<file path="src/rtl/mc_control_fsm_pkg.sv">
// Shared definitions for the multi-cycle MIPS controller, ALU and datapath.
// Contents: state encodings, ALU op codes, opcode/funct constants,
// ALU_SRC_B / PC_SRC encodings and the overflow-sensitive op helper.
package mc_control_fsm_pkg;

  typedef enum logic [3:0] {
    S_IDLE     = 4'd0,
    S_FETCH    = 4'd1,
    S_DECODE   = 4'd2,
    S_EXEC_R   = 4'd3,
    S_EXEC_I   = 4'd4,
    S_MEM_ADDR = 4'd5,
    S_MEM_RD   = 4'd6,
    S_MEM_WR   = 4'd7,
    S_WB_R     = 4'd8,
    S_WB_I     = 4'd9,
    S_WB_MEM   = 4'd10,
    S_BRANCH   = 4'd11,
    S_JUMP     = 4'd12,
    S_ILLEGAL  = 4'd13
  } state_t;

  // What the current state needs from the ALU: a fixed add (address/PC
  // arithmetic), a fixed sub (branch compare), or an IR-selected operation.
  typedef enum logic [1:0] {
    CLS_ADD   = 2'd0,
    CLS_SUB   = 2'd1,
    CLS_RTYPE = 2'd2,
    CLS_ITYPE = 2'd3
  } alu_cls_t;

  localparam logic [2:0] ALU_AND = 3'd0;
  localparam logic [2:0] ALU_OR  = 3'd1;
  localparam logic [2:0] ALU_XOR = 3'd2;
  localparam logic [2:0] ALU_NOR = 3'd3;
  localparam logic [2:0] ALU_ADD = 3'd4;
  localparam logic [2:0] ALU_SUB = 3'd5;
  localparam logic [2:0] ALU_SLT = 3'd6;
  localparam logic [2:0] ALU_SLL = 3'd7;

  localparam logic [5:0] OP_RTYPE = 6'h00;
  localparam logic [5:0] OP_J     = 6'h02;
  localparam logic [5:0] OP_BEQ   = 6'h04;
  localparam logic [5:0] OP_BNE   = 6'h05;
  localparam logic [5:0] OP_ADDI  = 6'h08;
  localparam logic [5:0] OP_ANDI  = 6'h0C;
  localparam logic [5:0] OP_ORI   = 6'h0D;
  localparam logic [5:0] OP_XORI  = 6'h0E;
  localparam logic [5:0] OP_LW    = 6'h23;
  localparam logic [5:0] OP_SW    = 6'h2B;

  localparam logic [5:0] F_SLLV = 6'h04;
  localparam logic [5:0] F_ADD  = 6'h20;
  localparam logic [5:0] F_SUB  = 6'h22;
  localparam logic [5:0] F_AND  = 6'h24;
  localparam logic [5:0] F_OR   = 6'h25;
  localparam logic [5:0] F_XOR  = 6'h26;
  localparam logic [5:0] F_NOR  = 6'h27;
  localparam logic [5:0] F_SLT  = 6'h2A;

  localparam logic [1:0] SRCB_REG    = 2'd0;
  localparam logic [1:0] SRCB_FOUR   = 2'd1;
  localparam logic [1:0] SRCB_IMM    = 2'd2;
  localparam logic [1:0] SRCB_IMM_SH = 2'd3;

  localparam logic [1:0] PCSRC_ALU    = 2'd0;
  localparam logic [1:0] PCSRC_ALUOUT = 2'd1;
  localparam logic [1:0] PCSRC_JUMP   = 2'd2;

  // Instructions whose signed overflow can be trapped.
  function automatic logic is_ovf_op(input logic [5:0] op, input logic [5:0] funct);
    return ((op == OP_RTYPE) && ((funct == F_ADD) || (funct == F_SUB))) ||
           (op == OP_ADDI);
  endfunction

endpackage

</file>
<file path="src/rtl/mc_control_fsm_alu_op_decoder.sv">
// Combinational ALU control decode.
// Ports:
//   cls      in  ALU usage class of the current state
//   op       in  IR[31:26]
//   funct    in  IR[5:0]
//   alu_op   out ALU operation code
//   ext_zero out zero-extend immediate (logical I-type ops)
//   legal    out OP/FUNCT pair is an implemented instruction
module mc_control_fsm_alu_op_decoder
  import mc_control_fsm_pkg::*;
(
  input  alu_cls_t   cls,
  input  logic [5:0] op,
  input  logic [5:0] funct,
  output logic [2:0] alu_op,
  output logic       ext_zero,
  output logic       legal
);

  always_comb begin
    alu_op   = ALU_ADD;
    ext_zero = 1'b0;
    case (cls)
      CLS_ADD: alu_op = ALU_ADD;
      CLS_SUB: alu_op = ALU_SUB;
      CLS_RTYPE: begin
        case (funct)
          F_ADD:   alu_op = ALU_ADD;
          F_SUB:   alu_op = ALU_SUB;
          F_AND:   alu_op = ALU_AND;
          F_OR:    alu_op = ALU_OR;
          F_XOR:   alu_op = ALU_XOR;
          F_NOR:   alu_op = ALU_NOR;
          F_SLT:   alu_op = ALU_SLT;
          F_SLLV:  alu_op = ALU_SLL;
          default: alu_op = ALU_ADD;
        endcase
      end
      CLS_ITYPE: begin
        case (op)
          OP_ANDI: begin alu_op = ALU_AND; ext_zero = 1'b1; end
          OP_ORI:  begin alu_op = ALU_OR;  ext_zero = 1'b1; end
          OP_XORI: begin alu_op = ALU_XOR; ext_zero = 1'b1; end
          default: alu_op = ALU_ADD;
        endcase
      end
      default: alu_op = ALU_ADD;
    endcase
  end

  always_comb begin
    legal = 1'b0;
    case (op)
      OP_RTYPE: begin
        case (funct)
          F_ADD, F_SUB, F_AND, F_OR, F_XOR, F_NOR, F_SLT, F_SLLV: legal = 1'b1;
          default: legal = 1'b0;
        endcase
      end
      OP_J, OP_BEQ, OP_BNE, OP_ADDI, OP_ANDI, OP_ORI, OP_XORI, OP_LW, OP_SW:
        legal = 1'b1;
      default: legal = 1'b0;
    endcase
  end

endmodule

</file>
<file path="src/rtl/mc_control_fsm.sv">
// Multi-cycle MIPS main controller. Steps each instruction through
// fetch/decode/execute/memory/write-back and drives ALU control, operand
// muxes, datapath write enables and a variable-latency memory handshake.
// Ports:
//   CLK, RST_N            clock, async active-low reset
//   OP, FUNCT             instruction fields from IR
//   ZF, OF                ALU flags
//   MEM_READY             memory completes current request this cycle
//   MEM_REQ/MEM_WE/IORD   memory request, write, address select
//   IR_WRITE, PC_WRITE    IR / PC load enables; PC_SRC selects PC source
//   ALU_SRC_A/B, ALU_OP   ALU operand muxes and operation
//   REG_DST, MEM_TO_REG, REG_WRITE, EXT_ZERO   register-file write controls
//   EXC                   illegal instruction / overflow trap pulse
//   INSTR_DONE            pulse in the last cycle of each instruction
//   STATE                 current state for debug
module mc_control_fsm
  import mc_control_fsm_pkg::*;
#(
  parameter int TRAP_OF = 0
) (
  input  logic       CLK,
  input  logic       RST_N,
  input  logic [5:0] OP,
  input  logic [5:0] FUNCT,
  input  logic       ZF,
  input  logic       OF,
  input  logic       MEM_READY,
  output logic       MEM_REQ,
  output logic       MEM_WE,
  output logic       IORD,
  output logic       IR_WRITE,
  output logic       PC_WRITE,
  output logic [1:0] PC_SRC,
  output logic       ALU_SRC_A,
  output logic [1:0] ALU_SRC_B,
  output logic [2:0] ALU_OP,
  output logic       REG_DST,
  output logic       MEM_TO_REG,
  output logic       REG_WRITE,
  output logic       EXT_ZERO,
  output logic       EXC,
  output logic       INSTR_DONE,
  output logic [3:0] STATE
);

  state_t     state_q, state_d;
  logic       of_q;
  alu_cls_t   cls;
  logic [2:0] dec_alu_op;
  logic       dec_ext_zero;
  logic       dec_legal;
  logic       trap;

  always_comb begin
    case (state_q)
      S_EXEC_R: cls = CLS_RTYPE;
      S_EXEC_I: cls = CLS_ITYPE;
      S_BRANCH: cls = CLS_SUB;
      default:  cls = CLS_ADD;
    endcase
  end

  mc_control_fsm_alu_op_decoder u_dec (
    .cls      (cls),
    .op       (OP),
    .funct    (FUNCT),
    .alu_op   (dec_alu_op),
    .ext_zero (dec_ext_zero),
    .legal    (dec_legal)
  );

  // IR is stable through write-back, so the trap qualifier can be decoded
  // straight from OP/FUNCT there; of_q carries the flag seen in EXEC.
  assign trap = (TRAP_OF != 0) && of_q && is_ovf_op(OP, FUNCT);

  // State register
  always_ff @(posedge CLK or negedge RST_N) begin
    if (!RST_N) begin
      state_q <= S_IDLE;
      of_q    <= 1'b0;
    end else begin
      state_q <= state_d;
      if (state_q == S_EXEC_R || state_q == S_EXEC_I) of_q <= OF;
    end
  end

  // Next-state
  always_comb begin
    state_d = state_q;
    case (state_q)
      S_IDLE:   state_d = S_FETCH;
      S_FETCH:  if (MEM_READY) state_d = S_DECODE;
      S_DECODE: begin
        if (!dec_legal) state_d = S_ILLEGAL;
        else begin
          case (OP)
            OP_RTYPE:                         state_d = S_EXEC_R;
            OP_ADDI, OP_ANDI, OP_ORI, OP_XORI: state_d = S_EXEC_I;
            OP_LW, OP_SW:                     state_d = S_MEM_ADDR;
            OP_BEQ, OP_BNE:                   state_d = S_BRANCH;
            OP_J:                             state_d = S_JUMP;
            default:                          state_d = S_ILLEGAL;
          endcase
        end
      end
      S_EXEC_R:   state_d = S_WB_R;
      S_EXEC_I:   state_d = S_WB_I;
      S_MEM_ADDR: state_d = (OP == OP_LW) ? S_MEM_RD : S_MEM_WR;
      S_MEM_RD:   if (MEM_READY) state_d = S_WB_MEM;
      S_MEM_WR:   if (MEM_READY) state_d = S_FETCH;
      S_WB_R, S_WB_I, S_WB_MEM, S_BRANCH, S_JUMP, S_ILLEGAL:
                  state_d = S_FETCH;
      default:    state_d = S_IDLE;
    endcase
  end

  // Outputs
  always_comb begin
    MEM_REQ    = 1'b0;
    MEM_WE     = 1'b0;
    IORD       = 1'b0;
    IR_WRITE   = 1'b0;
    PC_WRITE   = 1'b0;
    PC_SRC     = PCSRC_ALU;
    ALU_SRC_A  = 1'b0;
    ALU_SRC_B  = SRCB_REG;
    ALU_OP     = 3'd0;
    REG_DST    = 1'b0;
    MEM_TO_REG = 1'b0;
    REG_WRITE  = 1'b0;
    EXT_ZERO   = 1'b0;
    EXC        = 1'b0;
    INSTR_DONE = 1'b0;
    case (state_q)
      S_FETCH: begin
        MEM_REQ   = 1'b1;
        ALU_SRC_B = SRCB_FOUR;
        ALU_OP    = dec_alu_op;
        // IR/PC may only load once the fetch data is actually there,
        // otherwise PC would advance on every wait cycle.
        IR_WRITE  = MEM_READY;
        PC_WRITE  = MEM_READY;
      end
      S_DECODE: begin
        ALU_SRC_B = SRCB_IMM_SH;
        ALU_OP    = dec_alu_op;
      end
      S_EXEC_R: begin
        ALU_SRC_A = 1'b1;
        ALU_SRC_B = SRCB_REG;
        ALU_OP    = dec_alu_op;
      end
      S_EXEC_I: begin
        ALU_SRC_A = 1'b1;
        ALU_SRC_B = SRCB_IMM;
        ALU_OP    = dec_alu_op;
        EXT_ZERO  = dec_ext_zero;
      end
      S_MEM_ADDR: begin
        ALU_SRC_A = 1'b1;
        ALU_SRC_B = SRCB_IMM;
        ALU_OP    = dec_alu_op;
      end
      S_MEM_RD: begin
        MEM_REQ = 1'b1;
        IORD    = 1'b1;
      end
      S_MEM_WR: begin
        MEM_REQ    = 1'b1;
        MEM_WE     = 1'b1;
        IORD       = 1'b1;
        INSTR_DONE = MEM_READY;
      end
      S_WB_R, S_WB_I: begin
        REG_DST    = (state_q == S_WB_R);
        REG_WRITE  = !trap;
        EXC        = trap;
        INSTR_DONE = 1'b1;
      end
      S_WB_MEM: begin
        MEM_TO_REG = 1'b1;
        REG_WRITE  = 1'b1;
        INSTR_DONE = 1'b1;
      end
      S_BRANCH: begin
        ALU_SRC_A  = 1'b1;
        ALU_SRC_B  = SRCB_REG;
        ALU_OP     = dec_alu_op;
        PC_SRC     = PCSRC_ALUOUT;
        PC_WRITE   = (OP == OP_BEQ) ? ZF : !ZF;
        INSTR_DONE = 1'b1;
      end
      S_JUMP: begin
        PC_WRITE   = 1'b1;
        PC_SRC     = PCSRC_JUMP;
        INSTR_DONE = 1'b1;
      end
      S_ILLEGAL: begin
        EXC        = 1'b1;
        INSTR_DONE = 1'b1;
      end
      default: ;
    endcase
  end

  assign STATE = state_q;

endmodule
</file>
<file path="config.mk">
export PLATFORM = sky130hd
export DESIGN_NAME = mc_control_fsm
export DESIGN_NICKNAME = d
export VERILOG_FILES = /design/src/rtl/mc_control_fsm_pkg.sv /design/src/rtl/mc_control_fsm_alu_op_decoder.sv /design/src/rtl/mc_control_fsm.sv
export SDC_FILE = /design/constraint.sdc
export NUM_CORES = 1
export LEC_CHECK = 0
export BUFFER_PORTS_ARGS = -buffer_cell sky130_fd_sc_hd__buf_2
export CORE_MARGIN = 2
export CORE_UTILIZATION = 47
export DETAILED_ROUTE_END_ITERATION = 10
export GPL_TIMING_DRIVEN = 0
export PLACE_DENSITY = 0.83
export SYNTH_ARGS = -nofsm -noshare
export SYNTH_HDL_FRONTEND = slang
export SYNTH_SLANG_ARGS = --single-unit
</file>
<file path="constraint.sdc">
create_clock -name CLK -period 2.1 [get_ports CLK]
set_input_delay 0.21 -clock CLK [delete_from_list [all_inputs] [get_ports CLK]]
set_output_delay 0.21 -clock CLK [all_outputs]
set_load 0.02 [all_outputs]
</file>
==> results of run 1 <==
-- power by group --
group	switching (µW)	leakage [µW]	internal, µW
registers	57.4	0.0000500	111
clock network	39.3	0.0000138	64.5
logic	593	0.000417	318
total	690	0.000481	493
-- cells in the mapped netlist, types with 2 or more instances --
master    number  area, µm²
inv_1          5      18.77
o311ai_0       2      17.52
and3_1         3      18.77
or3_1          3      18.77
nor4_1         2      12.51
dfrtp_1        4      100.1
nand2b_1       5      31.28
xnor2_1        2      17.52
nand2_1       13      48.80
nand3b_1       2      15.01
o21ai_0        6      30.03
nor2b_1        3      18.77
clkbuf_1       3      11.26
a221oi_1       2      17.52
buf_2          4      20.02
nor3_1         8      40.04
a21oi_1       11      55.05
nor2_1        15      56.30
-- layer usage --
metal	global-route usage	vias up	share of wire
li1	-	507	-
met5	0	-	0
met2	0.4294	66	0.48
met1	0.3342	481	0.40
met3	0.07500	8	0.089
met4	0.1212	0	0.028
-- per-stage QoR --
stage,std cells,hold WS [ns]
final,169,0.3560
after global routing,169,0.3509
after CTS,171,0.2992
after detailed placement,167,0.02160
after global placement,167,0.01327
after floorplan,116,-0.08559
-- worst max-delay path, stage by stage, from the launching register on --
cell,delay (ns)
dfrtp_1,0.35
buf_2,0.22
inv_1,0.14
or3_1,0.45
o21ai_1,0.16
buf_2,0.18
-- final cells by class --
cell class | instances | area (µm²)
multi-input combinational | 98 | 595.6
fill | 162 | 530.5
timing repair buffer | 36 | 185.2
sequential | 4 | 100.1
buffer | 7 | 33.78
clock buffer | 3 | 22.52
tap | 16 | 20.02
inverter | 5 | 18.77
-- worst min path at each step --
| stage | end | slack [ns] | depth (start not counted) |
|---|---|---|---|
| 2_1_floorplan | STATE[0] | -0.09 | 0 |
| 3_3_place_gp | STATE[0] | 0.01 | 1 |
| 3_5_place_dp | STATE[3] | 0.02 | 1 |
| 4_1_cts | STATE[3] | 0.30 | 2 |
| 5_1_grt | STATE[0] | 0.35 | 2 |
| 6_report | STATE[0] | 0.36 | 2 |
-- cell families (layout without fill, tap and decap cells) --
logic type,count (synthesis),count (layout),synth area share
mux,1,1,0.01338
buf+inv,14,51,0.07859
xor+xnor,2,2,0.02342
flops,4,4,0.1338
simple gates,61,61,0.4348
compound gates,34,34,0.3161
-- timing repair --
action | in CTS | in global routing
gates resized for setup | 0 | 5
endpoints found under the setup margin | 0 | 4
endpoints found under the hold margin | 4 | 0
setup buffers | 0 | 0
hold buffers | 1 | 0
==> results.txt, run 1 <==
The flow ran to the end, and the final reports show no timing, DRC or antenna violations. The final layout contains routed wiring with a total length of 2480 µm. Setup violations remaining at the end of the flow were counted as 0. For this run, the register share of the synthesized area comes to 0.1338.

The global route total overflow came out at 0. Clock tree synthesis selected as its root buffer the cell clkbuf_4. From synthesis to final layout, the design area changed by 30.43%. Following the worst setup path forward leads to its endpoint at PC_WRITE. The worst register-to-register path ends at STATE[0]. The tree built by TritonCTS fans out to 4 sinks. The worst register-to-register path begins at STATE[1]. The proportion of synthesized flip-flops having asynchronous set or reset came out at 1.000. Yosys mapped a number of flops with a built-in enable equal to 0.

The largest net degree at the start of global routing is 11. The die extent in x is 43.90 µm. The worst-case setup slack after placement is 0.2881 ns. At the worst endpoint, the required time is 1.89 ns. The relative slew slack came out at 0.7121. The wire length per cell is 14.67 µm. The flip-flop count of the largest register, all copies and words added came out at 4. After synthesis the cells add up to 748.2 µm². The number of primary I/O pins came out at 40.

The vertical die dimension came out at 43.90 µm. The first-pass detailed-route iteration total came out at 4. The via count of the first global-routing pass came out at 911. The first-pass GRT wire length came out at 3919 µm. The initial antenna violation count came out at 0.

The most critical setup path has its startpoint at STATE[0]. In this run the deepest clock path goes through 2 buffers. For this configuration, the core starts out at a cell density of 0.4967. The post-detailed-route count of antenna-violating nets is 0.

The register bit total from synthesis is 4. TritonCTS built the clock tree. The setup total negative slack came out at 0 ns. The total number of vias is 1062. At the end of the flow, the number of nets in the layout was 172. After the first detailed-routing iteration, the DRC count stood at 41. The final cycle utilization of the critical path is 0.9277. The worst setup slack after layout came out at 0.1519 ns. The final design utilization is 0.6478. Setup repair after global routing left no endpoint under its margin. The critical path arrival is 1.74 ns.

Timing would allow up to 0.5133 GHz. The number of endpoints with negative hold slack in the final report is 0. The H-tree depth came out at 1. The sum of net half-perimeters after detailed placement is 1845 µm. The areal power density over the cells is 1212 mW/mm².

The worst setup skew after layout is 0.01798 ns. After clock tree synthesis, the clock-pin slew on the worst setup and hold paths is 0.05 ns. The number of buffers created by CTS came out at 3. The post-detailed-route DRC marker count came out at 0.

The slack of the worst reg-to-reg path is 0.63 ns. The number of pins exceeding their max-slew limit in the final report is 0. The insertion delay to the later sink of the worst-skew pair came out at 0.25 ns. The via density per instance is 6.284. The kind of critical path is flip-flop to output pin. The overall die area is 0.001927 mm². The worst setup path is launched from a flip-flop.

The worst setup path is captured at an output pin. The area of all placed cells without fillers came out at 975.9 µm². The worst hold path belongs to the class input port to async pin. Input and output buffers added on the ports amount to 35.

The total routing resource utilization after global routing is 0.2689. The number of nets in the synthesized netlist is 133. The average size of a mapped cell is 6.450 µm². The global placement routability congestion is 0.8723.

The library cells used most frequently in the layout, excluding fill and tap cells, are buf_2, nor2_1, nand2_1. The static power due to leakage came out at 0.0004808 µW. Once placement finished, the instance area stood at 943.4 µm². The number of distinct library cells after synthesis is 41. Counting every instance in the synthesized netlist gives 116.

Across the run, the number of max-cap violations was 0. The clock period minus final worst setup slack is 1.948 ns. The row count came out at 14. The number of diodes added for antenna fixing is 0. The number of warning messages in the yosys log is 0. The maximum resistive drop on vdd came out at 0.8103 mV.

For the pin with the worst max-slew slack, the measured transition is 0.4319 ns. The standard cell core area is 0.001506 mm². Measured in cells, the most critical reg-to-reg path has a length of 4.

The total power draw came out at 1183 µW. For this run, the leading register cell type out of synthesis is dfrtp_1. Leaving out fill and tap cells, the most frequent cell in the layout is buf_2.

The largest fanout on the critical path came out at 9. The fraction of final layout cells with drive strength greater than 1 is 0.3333.
Note: power is estimated with default switching activity, not from simulation.
==> run 2: changes to the inputs <==
--- a/config.mk
+++ b/config.mk
@@ -6,11 +6,12 @@
 export NUM_CORES = 1
 export LEC_CHECK = 0
 export BUFFER_PORTS_ARGS = -buffer_cell sky130_fd_sc_hd__buf_2
+export CORE_ASPECT_RATIO = 0.75
 export CORE_MARGIN = 2
-export CORE_UTILIZATION = 47
+export CORE_UTILIZATION = 40
 export DETAILED_ROUTE_END_ITERATION = 10
 export GPL_TIMING_DRIVEN = 0
-export PLACE_DENSITY = 0.83
+export PLACE_DENSITY = 0.73
 export SYNTH_ARGS = -nofsm -noshare
 export SYNTH_HDL_FRONTEND = slang
 export SYNTH_SLANG_ARGS = --single-unit
==> results.txt, run 2 (synthesis gave the netlist of run 1 again) <==
The run finished with clean final reports. The final design utilization is 0.5701 (-0.07775). The via count of the first global-routing pass is 909 (-0.22%). The standard cell core area is 0.001740 mm² (+16%). The launching instance or port of the critical path is STATE[0].

The endpoint of the most critical register-to-register path is STATE[0]. The worst setup skew after layout is 0.006922 ns (-0.01106 ns). The setup total negative slack is 0 ns (unchanged).

Counting stages on the worst path, the most repeated cell is buf_2. The final non-filler cell total came out at 175 (+3.6%). The slew of the pin with the lowest slew margin is 0.4337 ns (+0.001767 ns). The first-pass GRT wire length came out at 3905 µm (-0.36%).

The critical path arrival came out at 1.71 ns (-0.03 ns). The number of endpoints with negative hold slack in the final report is 0 (unchanged). The start of the worst register-to-register path is STATE[1]. The row count came out at 13 (-1).

The vertical die dimension is 41.46 µm (-5.6%). The via density per instance came out at 5.726 (-8.9%). The final cycle utilization of the critical path is 0.9140 (-0.01367).

The largest net degree at the start of global routing is 11 (unchanged). Setup repair after global routing left no endpoint under its margin. The total number of vias came to 1002 (-5.6%). The first-pass detailed-route iteration total came out at 4 (unchanged). The critical path buffer and inverter count was 3 (unchanged). The post-layout net count came out at 172 (unchanged). The largest fanout on the critical path is 9 (unchanged).

The sum of net half-perimeters after detailed placement is 1783 µm (-3.4%). The slowest cell on the critical path is or3_1. STA classifies the critical path startpoint as a flip-flop.

The TritonCTS clock tree is built. The signal on the critical path passes through buf_2 > inv_1 > or3_1 > o21ai_0 > buf_2. The layout overhead on the synthesized area is 32.61%. The DRC violation total after the first TritonRoute iteration is 18 (-56%). The initial core utilization came out at 0.4299 (-0.06677). The H-tree depth is 1 (unchanged). The clock period minus final worst setup slack is 1.919 ns (-0.02871 ns). The number of buffers created by CTS came out at 3 (unchanged). The number of filler instances in the final layout came out at 175 (+8.0%).

The post-detailed-route DRC marker count came out at 0 (unchanged). The maximum resistive drop on vdd came to 0.8279 mV (+2.2%). The fraction of final layout cells with drive strength greater than 1 was 0.3333 (unchanged). The critical path depth in cells was 5 (unchanged). The highest attainable clock frequency is 0.5210 GHz (+1.5%). The commonest non-fill, non-tap cell in the layout is buf_2. The peak per-stage delay on the critical path came out at 0.45 ns (about the same). The relative slew slack is 0.7109 (-0.001178). The global route total overflow is 0 (unchanged). The number of primary I/O pins came to 40 (unchanged). The number of max-capacitance violations reported is 0 (unchanged).

The initial antenna violation count is 0 (unchanged). The areal power density over the cells came to 1203 mW/mm² (-0.73%). The number of cells on the worst reg-to-reg path is 4 (unchanged). The flip-flop count of the largest register, all copies and words added came to 4 (unchanged). The die extent in x is 53.94 µm (+23%).

The total routing resource utilization after global routing came out at 0.2266 (-0.04233). The number of pins exceeding their max-slew limit in the final report is 0 (unchanged). The slack of the worst reg-to-reg path came out at 0.57 ns (-0.06 ns). In the layout the commonest cells are buf_2, nor2_1, nand2_1. The static power due to leakage came out at 0.0004806 µW (about the same). The overall routed net length is 2359 µm (-4.9%). The critical path in this run is classified as flip-flop to output pin. The buffer depth of the longest clock path came out at 2 (unchanged). The cell sitting at the root of the clock tree is a clkbuf_4. The number of diodes added for antenna fixing was 0 (unchanged).

The min-delay analysis places its worst path in the category input port to async pin. The final number of setup-violating endpoints came out at 0 (unchanged). The number of placed instances, taps included is 173 (+3.6%).

The insertion delay to the later sink of the worst-skew pair came out at 0.24 ns (about the same). The TritonCTS sink count is 4 (unchanged). The post-detailed-route count of antenna-violating nets is 0 (unchanged).

The worst setup path endpoint is PC_WRITE. The overall die area is 0.002236 mm² (+16%). The top cell family by delay on the critical path is buffers and inverters. The wire length per cell came out at 13.48 µm (-8.1%).

The global placement routability congestion came to 0.8780 (+0.65%). The endpoint class of the critical path is an output pin. The data required time at the worst endpoint came out at 1.89 ns (about the same). The port buffer count came out at 35 (unchanged).

The clock edge transition at the registers on the reported setup and hold paths came out at 0.04 ns (about the same).
## run 2: cell types whose count changed in the layout (fill, tap and decap cells not counted)
| cell | delta |
|---|---|
| o21ai_0 | +1 |
| o311ai_0 | +1 |
| o21ai_1 | -1 |
| nor4_4 | +1 |
| o311ai_1 | -1 |
| nor4_2 | -1 |
## run 2: worst reg2reg max path, cell delays in order, from the launching register on
cell and delay (ns):
dfrtp_1 0.42, inv_1 0.18, or4_1 0.50, a21oi_1 0.15, o311ai_0 0.14
## run 2: stage by stage
step,instance area [µm²],worst slack (ns),hold WS [ns],total power [µW]
after global placement,950.9,0.2502,0.01419,1057
after detailed placement,950.9,0.2385,0.02210,1066
after CTS,989.7,0.06361,0.3075,1182
final,992.2,0.1806,0.3028,1194
after global routing,992.2,0.06474,0.3047,1295
after floorplan,748.2,0.07324,-0.08559,793.5
## run 2: layout make-up
| type | count | area [µm²] | share of cell area |
|---|---|---|---|
| timing repair buffer | 36 | 185.2 | 0.1866 |
| multi-input combinational | 98 | 604.3 | 0.6091 |
| buffer | 7 | 33.78 | 0.03405 |
| clock buffer | 3 | 22.52 | 0.02270 |
| sequential | 4 | 100.1 | 0.1009 |
| tap | 22 | 27.53 | 0.02774 |
| inverter | 5 | 18.77 | 0.01892 |
## run 2: layer usage
metal	wire (µm)	GRT usage	vias up	share of wire
met5	0	0	-	0
met4	0	0.04615	0	0
met3	123	0.04317	0	0.052
met2	1053	0.3463	34	0.45
met1	1182	0.3274	471	0.50
li1	-	-	497	-
## run 2: power breakdown
part	switching, µW	internal (µW)
clock network	37.1	64.3
logic	603	320
registers	59.1	111
total	699	495
## run 2: worst min path at each step
stage	to	cells after the start	startpoint	slack [ns]
2_1_floorplan	STATE[0]	0	RST_N	-0.09
3_3_place_gp	STATE[3]	1	RST_N	0.01
3_5_place_dp	STATE[0]	1	RST_N	0.02
4_1_cts	STATE[0]	2	RST_N	0.31
5_1_grt	STATE[3]	2	RST_N	0.30
6_report	STATE[0]	2	RST_N	0.30
## run 2: what timing repair did
action,4_1_cts,5_1_grt
gates resized for setup,1,3
hold buffers,1,0
setup endpoints to repair,1,4
buffers inserted,0,0
endpoints found under the hold margin,4,0
